File: src/rtl/i2c_stream_sequencer_pkg.sv
// i2c_seq_pkg: shared definitions for the I2C write-stream sequencer.
//   - i2c engine instruction encodings
//   - main sequencer FSM state type
//   - per-operation handshake FSM state type
//   - helper that forms the address byte for a write transfer
package i2c_seq_pkg;

  localparam logic [1:0] INST_START = 2'd0;
  localparam logic [1:0] INST_STOP  = 2'd1;
  localparam logic [1:0] INST_READ  = 2'd2;
  localparam logic [1:0] INST_WRITE = 2'd3;

  typedef enum logic [3:0] {
    S_IDLE,
    S_START_TX,
    S_ADDR_TX,
    S_CTRL_TX,
    S_FETCH,
    S_DATA_TX,
    S_STOP_TX,
    S_FINISH
  } seq_state_t;

  typedef enum logic [2:0] {
    HS_IDLE,
    HS_ISSUE,
    HS_WAIT_ACCEPT,
    HS_WAIT_DONE,
    HS_RELEASE
  } hs_state_t;

  // 7-bit device address followed by the R/W bit cleared (write).
  function automatic logic [7:0] addr_write_byte(input logic [6:0] dev);
    return {dev, 1'b0};
  endfunction

endpackage

File: src/rtl/i2c_stream_sequencer_handshake.sv
// i2c_op_handshake: runs one i2c engine operation with the 4-phase
// enable/complete protocol and aborts it if it takes too long.
// Ports:
//   clk, rst        clock, asynchronous active-high reset
//   i_go            request an operation (accepted in HS_IDLE/HS_RELEASE)
//   i_instr, i_byte instruction and byte, captured when i_go is accepted
//   i_complete      engine done flag
//   o_op_done       pulse: engine reported completion (enable still high)
//   o_op_timeout    pulse: wait exceeded TIMEOUT cycles, operation dropped
//   o_enable        engine operation request
//   o_instr, o_byte instruction/byte held stable while o_enable is high
module i2c_op_handshake
  import i2c_seq_pkg::*;
#(
  parameter int TIMEOUT = 4095
) (
  input  logic       clk,
  input  logic       rst,
  input  logic       i_go,
  input  logic [1:0] i_instr,
  input  logic [7:0] i_byte,
  input  logic       i_complete,
  output logic       o_op_done,
  output logic       o_op_timeout,
  output logic       o_enable,
  output logic [1:0] o_instr,
  output logic [7:0] o_byte
);

  localparam int CNT_W = $clog2(TIMEOUT + 1);

  hs_state_t        r_state;
  hs_state_t        w_next;
  logic [CNT_W-1:0] r_cnt;
  logic [1:0]       r_instr;
  logic [7:0]       r_byte;
  logic             w_accept;
  logic             w_waiting;
  logic             w_expired;
  logic             w_timeout;

  // A new request may be taken during RELEASE so back-to-back operations
  // cost only the issue and release cycles.
  assign w_accept  = i_go && ((r_state == HS_IDLE) || (r_state == HS_RELEASE));
  assign w_waiting = (r_state == HS_WAIT_ACCEPT) || (r_state == HS_WAIT_DONE);
  assign w_expired = w_waiting && (r_cnt == CNT_W'(TIMEOUT - 1));
  // A completion arriving on the last allowed cycle still counts as success.
  assign w_timeout = w_expired && !((r_state == HS_WAIT_DONE) && i_complete);

  always_ff @(posedge clk or posedge rst) begin
    if (rst) r_state <= HS_IDLE;
    else     r_state <= w_next;
  end

  always_comb begin
    w_next = r_state;
    case (r_state)
      HS_IDLE:        if (w_accept) w_next = HS_ISSUE;
      HS_ISSUE:       w_next = HS_WAIT_ACCEPT;
      HS_WAIT_ACCEPT: begin
        if (w_timeout)       w_next = HS_IDLE;
        else if (!i_complete) w_next = HS_WAIT_DONE;
      end
      HS_WAIT_DONE: begin
        if (i_complete)     w_next = HS_RELEASE;
        else if (w_timeout) w_next = HS_IDLE;
      end
      HS_RELEASE:     w_next = w_accept ? HS_ISSUE : HS_IDLE;
      default:        w_next = HS_IDLE;
    endcase
  end

  always_comb begin
    o_enable     = (r_state == HS_ISSUE) || w_waiting;
    o_op_done    = (r_state == HS_WAIT_DONE) && i_complete;
    o_op_timeout = w_timeout;
    o_instr      = r_instr;
    o_byte       = r_byte;
  end

  // The timeout counter spans both wait phases of one operation.
  always_ff @(posedge clk or posedge rst) begin
    if (rst) begin
      r_cnt   <= '0;
      r_instr <= INST_START;
      r_byte  <= '0;
    end else begin
      if (w_accept) begin
        r_instr <= i_instr;
        r_byte  <= i_byte;
      end
      if (w_waiting) r_cnt <= r_cnt + CNT_W'(1);
      else           r_cnt <= '0;
    end
  end

endmodule

File: src/rtl/i2c_stream_sequencer.sv
// i2c_stream_sequencer: issues one complete I2C write transaction per start
// pulse: START, {DEV_ADDR,0}, optional CTRL_BYTE, `length` bytes read from a
// synchronous byte memory starting at `base_addr`, STOP.
// Ports:
//   clk, rst          clock, asynchronous active-high reset
//   start             request (sampled only while idle)
//   base_addr, length first memory address and byte count, latched at start
//   busy, done, error transaction status (done/error are 1-cycle pulses)
//   mem_addr          memory read address; mem_data valid one cycle later
//   i2c_*             engine operation interface
module i2c_stream_sequencer
  import i2c_seq_pkg::*;
#(
  parameter logic [6:0] DEV_ADDR  = 7'h3C,
  parameter logic [7:0] CTRL_BYTE = 8'h00,
  parameter bit         SEND_CTRL = 1'b1,
  parameter int         ADDR_W    = 8,
  parameter int         LEN_W     = 8,
  parameter int         TIMEOUT   = 4095
) (
  input  logic              clk,
  input  logic              rst,
  input  logic              start,
  input  logic [ADDR_W-1:0] base_addr,
  input  logic [LEN_W-1:0]  length,
  output logic              busy,
  output logic              done,
  output logic              error,
  output logic [ADDR_W-1:0] mem_addr,
  input  logic [7:0]        mem_data,
  output logic [1:0]        i2c_instruction,
  output logic              i2c_enable,
  output logic [7:0]        i2c_byte_to_send,
  input  logic              i2c_complete
);

  seq_state_t        r_state;
  seq_state_t        w_next;
  logic [ADDR_W-1:0] r_ptr;
  logic [ADDR_W-1:0] r_mem_addr;
  logic [LEN_W-1:0]  r_rem;
  logic              r_error;
  logic [ADDR_W-1:0] w_ptr_inc;
  logic              w_go;
  logic [1:0]        w_instr;
  logic [7:0]        w_byte;
  logic              w_op_done;
  logic              w_op_timeout;

  assign w_ptr_inc = r_ptr + ADDR_W'(1);

  i2c_op_handshake #(
    .TIMEOUT (TIMEOUT)
  ) u_hs (
    .clk          (clk),
    .rst          (rst),
    .i_go         (w_go),
    .i_instr      (w_instr),
    .i_byte       (w_byte),
    .i_complete   (i2c_complete),
    .o_op_done    (w_op_done),
    .o_op_timeout (w_op_timeout),
    .o_enable     (i2c_enable),
    .o_instr      (i2c_instruction),
    .o_byte       (i2c_byte_to_send)
  );

  always_ff @(posedge clk or posedge rst) begin
    if (rst) r_state <= S_IDLE;
    else     r_state <= w_next;
  end

  always_comb begin
    w_next = r_state;
    if (w_op_timeout) begin
      w_next = S_IDLE;
    end else begin
      case (r_state)
        S_IDLE:     if (start) w_next = S_START_TX;
        S_START_TX: if (w_op_done) w_next = S_ADDR_TX;
        S_ADDR_TX:  if (w_op_done) w_next = SEND_CTRL ? S_CTRL_TX :
                                            ((r_rem != '0) ? S_FETCH : S_STOP_TX);
        S_CTRL_TX:  if (w_op_done) w_next = (r_rem != '0) ? S_FETCH : S_STOP_TX;
        S_FETCH:    w_next = S_DATA_TX;
        S_DATA_TX:  if (w_op_done) w_next = (r_rem == LEN_W'(1)) ? S_STOP_TX : S_FETCH;
        S_STOP_TX:  if (w_op_done) w_next = S_FINISH;
        S_FINISH:   w_next = S_IDLE;
        default:    w_next = S_IDLE;
      endcase
    end
  end

  // The handshake ignores go while an operation is in flight, and this FSM
  // leaves each *_TX state on op_done, so holding go for the whole state
  // issues exactly one operation per state.
  always_comb begin
    w_go    = 1'b0;
    w_instr = INST_WRITE;
    w_byte  = '0;
    case (r_state)
      S_START_TX: begin w_go = 1'b1; w_instr = INST_START; end
      S_ADDR_TX:  begin w_go = 1'b1; w_byte = addr_write_byte(DEV_ADDR); end
      S_CTRL_TX:  begin w_go = 1'b1; w_byte = CTRL_BYTE; end
      // mem_data is valid in the first DATA_TX cycle, the one where the
      // handshake captures the byte.
      S_DATA_TX:  begin w_go = 1'b1; w_byte = mem_data; end
      S_STOP_TX:  begin w_go = 1'b1; w_instr = INST_STOP; end
      default:    ;
    endcase
    busy     = (r_state != S_IDLE) && (r_state != S_FINISH);
    done     = (r_state == S_FINISH);
    error    = r_error;
    mem_addr = r_mem_addr;
  end

  always_ff @(posedge clk or posedge rst) begin
    if (rst) begin
      r_ptr      <= '0;
      r_rem      <= '0;
      r_mem_addr <= '0;
      r_error    <= 1'b0;
    end else begin
      r_error <= w_op_timeout;
      if ((r_state == S_IDLE) && start) begin
        r_ptr <= base_addr;
        r_rem <= length;
      end
      if ((r_state == S_DATA_TX) && w_op_done) begin
        r_ptr <= w_ptr_inc;
        r_rem <= r_rem - LEN_W'(1);
      end
      // Present the read address on entry to FETCH so the byte arrives on
      // the following cycle.
      if ((w_next == S_FETCH) && (r_state != S_FETCH))
        r_mem_addr <= (r_state == S_DATA_TX) ? w_ptr_inc : r_ptr;
    end
  end

endmodule
File: config.mk
export PLATFORM = sky130hd
export DESIGN_NAME = i2c_stream_sequencer
export DESIGN_NICKNAME = d
export VERILOG_FILES = /design/src/rtl/i2c_stream_sequencer_pkg.sv /design/src/rtl/i2c_stream_sequencer_handshake.sv /design/src/rtl/i2c_stream_sequencer.sv
export SDC_FILE = /design/constraint.sdc
export NUM_CORES = 1
export LEC_CHECK = 0
export CAP_MARGIN = 10
export CORE_MARGIN = 5
export CORE_UTILIZATION = 30
export DETAILED_ROUTE_END_ITERATION = 10
export GPL_TIMING_DRIVEN = 1
export PLACE_DENSITY_LB_ADDON = 0.25
export SLEW_MARGIN = 15
export SYNTH_ARGS = -nofsm -noshare
export SYNTH_HDL_FRONTEND = slang
export SYNTH_SLANG_ARGS = --single-unit
File: constraint.sdc
create_clock -name clk -period 2 [get_ports clk]
set_input_delay 0.4 -clock clk [delete_from_list [all_inputs] [get_ports clk]]
set_output_delay 0.4 -clock clk [all_outputs]
set_load 0.005 [all_outputs]
==> metrics.txt <==
RSZ-0062 raised after global routing=yes; die width=107 um; ys flop type=dfrtp_1; Fin. Hold Viols=0; share of layout cells above drive strength 1=23.5%; antenna violations before repair=0; CP max FO=5; share of total power in combinational logic=34.0%; pin count of the biggest net entering global routing=22; Mean Syn Cell Area=9.62 um2; DIE AREA=11500 um2; DRT iter0 DRCs=62; YS warnings=0; slowest stage delay, CP=0.61 ns; post-route minimum period=2.02 ns; CTS sink cnt=54; Leakage=1.84 nW; core area=9240 um2; worst path arrival time=2.24 ns; Pwr Density=790 nW/um2; Clock Latency Late Sink=0.31 ns; Tot Pwr=3.22 mW; Slowest-stage cell, CP=or4_4; Routed Antenna Nets=0; WP data required=2.22 ns; Die H=107 um; skew final=0.0130 ns; port bufs=49; Hold Crit Class=input pin to async pin; Sw Share=32.4%; # fillers=908; GPL Wtd Cong=0.808; Routed WL per cell=13.8 um; startpoint types=register; post-DP HPWL=5060 um; switching power=1.04 mW; hold slack final=0.384 ns; root buf cell=clkbuf_8; Initial DRT Pass Iterations=4; Initial Util=30.7%; global-route wire length before repair=12000 um; Via Count=2444; Layout Utilization=44.1%; Pint=2.17 mW; syn nets=329; WL final=7200 um; status=complete, but fails checks; Mapped Cells=295; setup_tns=-0.126 ns; Setup Viol. Count Final=9; Clock transition at path regs=0.11 ns; worst path cell trace=buf_6 -> and3_4 -> or2_1 -> or4_4 -> clkbuf_16 -> a21o_1; vias in the first global route=2471; Seq cells post-synth=54; TritonCTS Buffers=5; Yosys cell types=57; final slew viol count=0; most frequent cells in the layout=dfrtp_1 (53), clkdlybuf4s50_1 (46), buf_4 (45), nand2_1 (32), nor2_1 (26); CTS tree=done; clock tree buffer depth=2; maximum VDD drop=0.000341 V; Final Cycle Share=101%; total grt overflow=0; ANT cells=0; GRT Overall Usage=12.9%; IO Pins=50; critical path capture point type=register; num rows=35; Setup WS post-layout=-0.0244 ns; failing checks=negative setup slack; post-route design area=4070 um2; Highest Clock Rate=494 MHz; area growth from synthesis to layout=43.5%; Seq pwr share=46.1%; DP Area=3740 um2; via/cell ratio=4.70; commonest non-fill, non-tap cell in the layout=dfrtp_1; CP Class=register to register; DRC viols=0; fin nets=424; Async SR Flop Fraction=100%; Seq/Total Area, Yosys=47.6%; max_cap viols=0; Clock Power Share=20.0%; Post-synth EDFFs=0; cell area after synthesis=2840 um2; H-tree levels=2
-- registers in the layout (all words and copies together), names as in the netlist --
name          flops
u_hs.r_cnt       12
mem_addr          8
r_ptr             8
r_rem             8
u_hs.o_byte       8
r_state           4
u_hs.r_state      3
u_hs.o_instr      2
error             1
-- through the flow --
stage                     worst slack [ns]  cells
after CTS                          -0.0639    512
after floorplan                     0.0240    295
after global placement              -0.325    498
after detailed placement            -0.347    498
final                              -0.0244    520
after global routing                -0.103    520
-- synthesized netlist by cell type, drive strengths merged (2+ instances only) --
cell type | n | area (um2)
dfrtp | 54 | 1350
nand2 | 36 | 135
nor2 | 26 | 97.6
o21ai | 22 | 110
a21oi | 16 | 80.1
nand3 | 14 | 70.1
inv | 12 | 45.0
mux2 | 10 | 113
xor2 | 10 | 87.6
and3 | 9 | 56.3
clkbuf | 7 | 26.3
xnor2 | 7 | 61.3
buf | 6 | 32.5
ha | 6 | 75.1
nand4 | 6 | 52.6
nor3 | 3 | 15.0
or4 | 3 | 26.3
a21boi | 2 | 15.0
a21o | 2 | 15.0
a31oi | 2 | 12.5
and2 | 2 | 12.5
and4 | 2 | 17.5
nand2b | 2 | 12.5
nand4b | 2 | 23.8
nor4 | 2 | 12.5
o211ai | 2 | 15.0
o221a | 2 | 22.5
o22ai | 2 | 12.5
o311ai | 2 | 17.5
-- cell families after synthesis --
group | Yosys count | synth area share, %
AOI/OAI and AO/OA | 64 | 14.8
buffers and inverters | 26 | 3.84
DFF | 54 | 47.6
other | 1 | 0.132
adders and majority gates | 6 | 2.65
and+or+nand+nor | 116 | 21.4
xor gates and xnor gates | 17 | 5.25
muxes | 11 | 4.32
-- metal layers --
layer / share of wire, % / vias to the layer above / track usage [%]
li1: - / 1238 / -
met1: 48 / 1153 / 18.1
met2: 47 / 46 / 19.9
met3: 3.9 / 7 / 2.77
met4: 1.0 / 0 / 3.47
met5: 0 / - / 0
-- worst max-delay path, delay by kind of cell (launching register included) --
kind	cells	cell delay (ns)
AND/OR/NAND/NOR	3	1.01
flip-flops	1	0.43
buffers and inverters	2	0.32
AO/OA/AOI/OAI	1	0.17
-- timing repair --
action	4_1_cts	5_1_grt
cloned	0	3
gates resized for setup	11	27
pin swaps	3	6
endpoints found under the setup margin	10	21
setup buffers	6	5
hold buffers	0	0
-- area by class of cell --
type	instances	area, um2	share of cell area, %
Inverter	13	50.0	1.23
Sequential cell	54	1350	33.2
Clock buffer	5	68.8	1.69
Multi-Input combinational cell	215	1460	35.8
Timing Repair Buffer	101	956	23.5
Tap cell	129	161	3.96
Clock inverter	3	25.0	0.615
-- worst paths after layout --
path                                                 start  slack, ns                           to  depth (start not counted)
worst max register to register        r_state[0]$_DFF_PP0_      -0.02  u_hs.o_instr[0]$_DFFE_PP0P_                          6
min in group clk                              i2c_complete       0.47  u_hs.r_state[0]$_DFFE_PP0P_                          2
max in group asynchronous                              rst       1.01         r_rem[0]$_DFFE_PP0P_                          3
worst max-delay path                  r_state[0]$_DFF_PP0_      -0.02  u_hs.o_instr[0]$_DFFE_PP0P_                          6
worst min register to register  u_hs.o_byte[2]$_DFFE_PP0P_       0.49   u_hs.o_byte[2]$_DFFE_PP0P_                          2
worst min-delay path                                   rst       0.38   u_hs.o_byte[4]$_DFFE_PP0P_                          2
-- power by group through the flow --
stage	clock, mW	combinational, mW	sequential, mW
floorplan	0	0.445	1.50
global placement	0	1.01	1.49
detailed placement	0	1.02	1.50
CTS	0.677	1.05	1.48
global route	0.722	1.22	1.52
finish	0.642	1.09	1.48
No activity file was read; power rests on OpenSTA's default activity.
==> RTL edit: new RTL, config.mk and constraints unchanged <==
Reset style: synchronous (`rst`), changed in 4 clocked blocks. Comments in the files are not updated.
--- a/src/rtl/i2c_stream_sequencer_handshake.sv
+++ b/src/rtl/i2c_stream_sequencer_handshake.sv
@@ -49,3 +49,3 @@
 
-  always_ff @(posedge clk or posedge rst) begin
+  always_ff @(posedge clk) begin
     if (rst) r_state <= HS_IDLE;
@@ -81,3 +81,3 @@
   // The timeout counter spans both wait phases of one operation.
-  always_ff @(posedge clk or posedge rst) begin
+  always_ff @(posedge clk) begin
     if (rst) begin
--- a/src/rtl/i2c_stream_sequencer.sv
+++ b/src/rtl/i2c_stream_sequencer.sv
@@ -67,3 +67,3 @@
 
-  always_ff @(posedge clk or posedge rst) begin
+  always_ff @(posedge clk) begin
     if (rst) r_state <= S_IDLE;
@@ -115,3 +115,3 @@
 
-  always_ff @(posedge clk or posedge rst) begin
+  always_ff @(posedge clk) begin
     if (rst) begin
Formal check against the unedited RTL: differs if rst is asserted again (counterexample within 4 cycles, from zero or initial values and one cycle with rst high); with rst held inactive, the same outputs for 10 cycles.
==> RTL edit against the unedited design <==
- clock skew fell by 0.0024 ns
- worst setup slack improved by 0.10 ns
- sequential share of layout area fell by 3.4 points
- synthesized cell count rose by 13%
- sequential cell count did not move
- synthesized area fell by 5.2%
- critical path type unchanged
- first-iteration DRC count rose by 1.6%
- final area fell by 9.4%
- wire length fell by 7.6%
- via count rose by 2.7%
Power is not compared: it rests on default switching activity, and its combinational part moved more than twofold at a synthesized area within 25%.
==> RTL edit: results (changes against the unedited design) <==
stage	metric	value	unit	change
place	gp_congestion	0.773		was 0.808
logic_synthesis	synth.distinct_cells	46		was 57
drt	vias_per_cell	4.88		was 4.70
setup_path	arrival	2.12	ns	was 2.24 ns
logic_synthesis	synthArstFlopShare	0	%	was 100%
cells_and_area	drive_above_1_share	18.2	%	was 23.5%
global_route	grt_pass1_wl	11700	microns	was 12000 microns
power	leakage	1.35	nW	
cells_and_area	fillers	861		was 908
setup_path	rrSetupSlack	0.08	ns	was -0.02 ns
logic_synthesis	yosysSeqAreaShare	40.2	%	was 47.6%
global_route	grt_usage	12.4	%	was 12.9%
logic_synthesis	synth_area_leaders	dfxtp_1 40%, nor2_1 7.5%, nand2_1 4.9%		was dfrtp_1 48%, nand2_1 4.8%, mux2_2 4.0%
logic_synthesis	synth_xor_area_share	4.89	%	was 5.25%
logic_synthesis	synth.cells.most_frequent	54 x dfxtp_1, 54 x nor2_1, 35 x nand2_1		was 54 x dfrtp_1, 36 x nand2_1, 26 x nor2_1
logic_synthesis	synth_top_flop_cell	dfxtp_1		was dfrtp_1
global_route	grt_pass1_vias	2547		was 2471
drt	wl	6650	microns	was 7200 microns
logic_synthesis	synthAdderAreaFrac	2.79	%	was 2.65%
logic_synthesis	syn_nets	367		was 329
setup_path	r2r_end	mem_addr[0]$_SDFFE_PP0P_		was u_hs.o_instr[0]$_DFFE_PP0P_
logic_synthesis	synthMuxAreaShare	4.14	%	was 4.32%
setup_path	reg2regPathDepth	8		was 6
place	dpl.hpwl	5000	microns	was 5060 microns
outcome	outcome	finished, final reports clean		was finished, violations left
sta	finClkSkew	0.0106	ns	was 0.0130 ns
min_path	hp-class	reg2reg		was in2async
logic_synthesis	synth_compound_area_share	13.4	%	was 14.8%
setup_path	startpoint	u_hs.r_state[2]$_SDFFE_PP0P_		was r_state[0]$_DFF_PP0_
cells_and_area	final_net_count	440		was 424
place	placed_area	3520	sq um	was 3740 sq um
setup_path	crit_slowest_cell	dfxtp_2		was or4_4
setup_path	cp_top_family	buffers and inverters		was simple AND/OR/NAND/NOR gates
drt	drtIter0Drc	63		was 62
setup_path	critPathCapture	mem_addr[0]$_SDFFE_PP0P_		was u_hs.o_instr[0]$_DFFE_PP0P_
power	p_int	1.61	mW	
clock_tree	insertion_delay	0.31	ns	about the same
setup_path	cp_max_fo	8		was 5
-- RTL edit: changes by cell type after synthesis, sizes merged, moves of 4 or more --
cell / before / now
a211oi: 1 / 5
nor2b: 1 / 11
or3: 0 / 4
o21ai: 22 / 8
nor2: 26 / 54
a21oi: 16 / 20
nand3: 14 / 21
a31oi: 2 / 6
dfxtp: 0 / 54
clkbuf: 7 / 14
dfrtp: 54 / 0
nor3: 3 / 15
inv: 12 / 7
-- RTL edit: worst min path at each step --
stage                                       startpoint                      endpoint  depth (start not counted)
after floorplan               u_hs.r_cnt[0]$_SDFF_PP0_      u_hs.r_cnt[0]$_SDFF_PP0_                          1
after global placement     u_hs.o_byte[1]$_SDFFE_PP0P_   u_hs.o_byte[1]$_SDFFE_PP0P_                          2
after detailed placement   u_hs.o_byte[0]$_SDFFE_PP0P_   u_hs.o_byte[0]$_SDFFE_PP0P_                          2
after CTS                  u_hs.o_byte[2]$_SDFFE_PP0P_   u_hs.o_byte[2]$_SDFFE_PP0P_                          2
after global routing       u_hs.o_byte[2]$_SDFFE_PP0P_   u_hs.o_byte[2]$_SDFFE_PP0P_                          2
final                     u_hs.r_state[2]$_SDFFE_PP0P_  u_hs.r_state[1]$_SDFFE_PP0P_                          1
-- RTL edit: per-stage QoR --
step	std cells	hold slack, ns	total power [mW]	setup slack, ns
after global routing	514	0.474	2.17	-0.00301
after CTS	514	0.466	2.11	0.0238
after detailed placement	507	0.453	1.36	-0.543
final	514	0.457	2.08	0.0793
after floorplan	333	0.441	1.24	-0.0118
after global placement	507	0.447	1.36	-0.533
-- RTL edit: what timing repair did --
item / in CTS / in global routing
hold buffers: 0 / 0
gates resized for setup: 9 / 15
buffers inserted: 0 / 0
endpoints found under the setup margin: 13 / 12
pin swaps: 0 / 1
-- RTL edit: layout make-up --
type | count | area [sq um] | share of cell area [%]
Inverter | 7 | 26.3 | 0.712
Timing Repair Buffer | 84 | 766 | 20.8
Sequential cell | 54 | 1100 | 29.8
Multi-Input combinational cell | 254 | 1550 | 42.0
Tap cell | 108 | 135 | 3.66
Clock inverter | 1 | 30.0 | 0.814
Clock buffer | 6 | 82.6 | 2.24
-- RTL edit: power by group through the flow --
stage | sequential [mW] | clock, mW | combinational [mW]
after detailed placement | 1.15 | 0 | 0.210
after global routing | 1.13 | 0.810 | 0.234
final | 1.12 | 0.747 | 0.210
after global placement | 1.15 | 0 | 0.207
after CTS | 1.12 | 0.775 | 0.208
after floorplan | 1.14 | 0 | 0.101
-- RTL edit: per-layer routing --
metal | vias to the layer above | routed length, microns | share of wire [%] | track usage [%]
li1 | 1315 | - | - | -
met4 | 0 | 37 | 0.56 | 2.92
met3 | 5 | 220 | 3.3 | 2.77
met2 | 37 | 3270 | 49 | 21.1
met1 | 1153 | 3120 | 47 | 15.9
met5 | - | 0 | 0 | 0
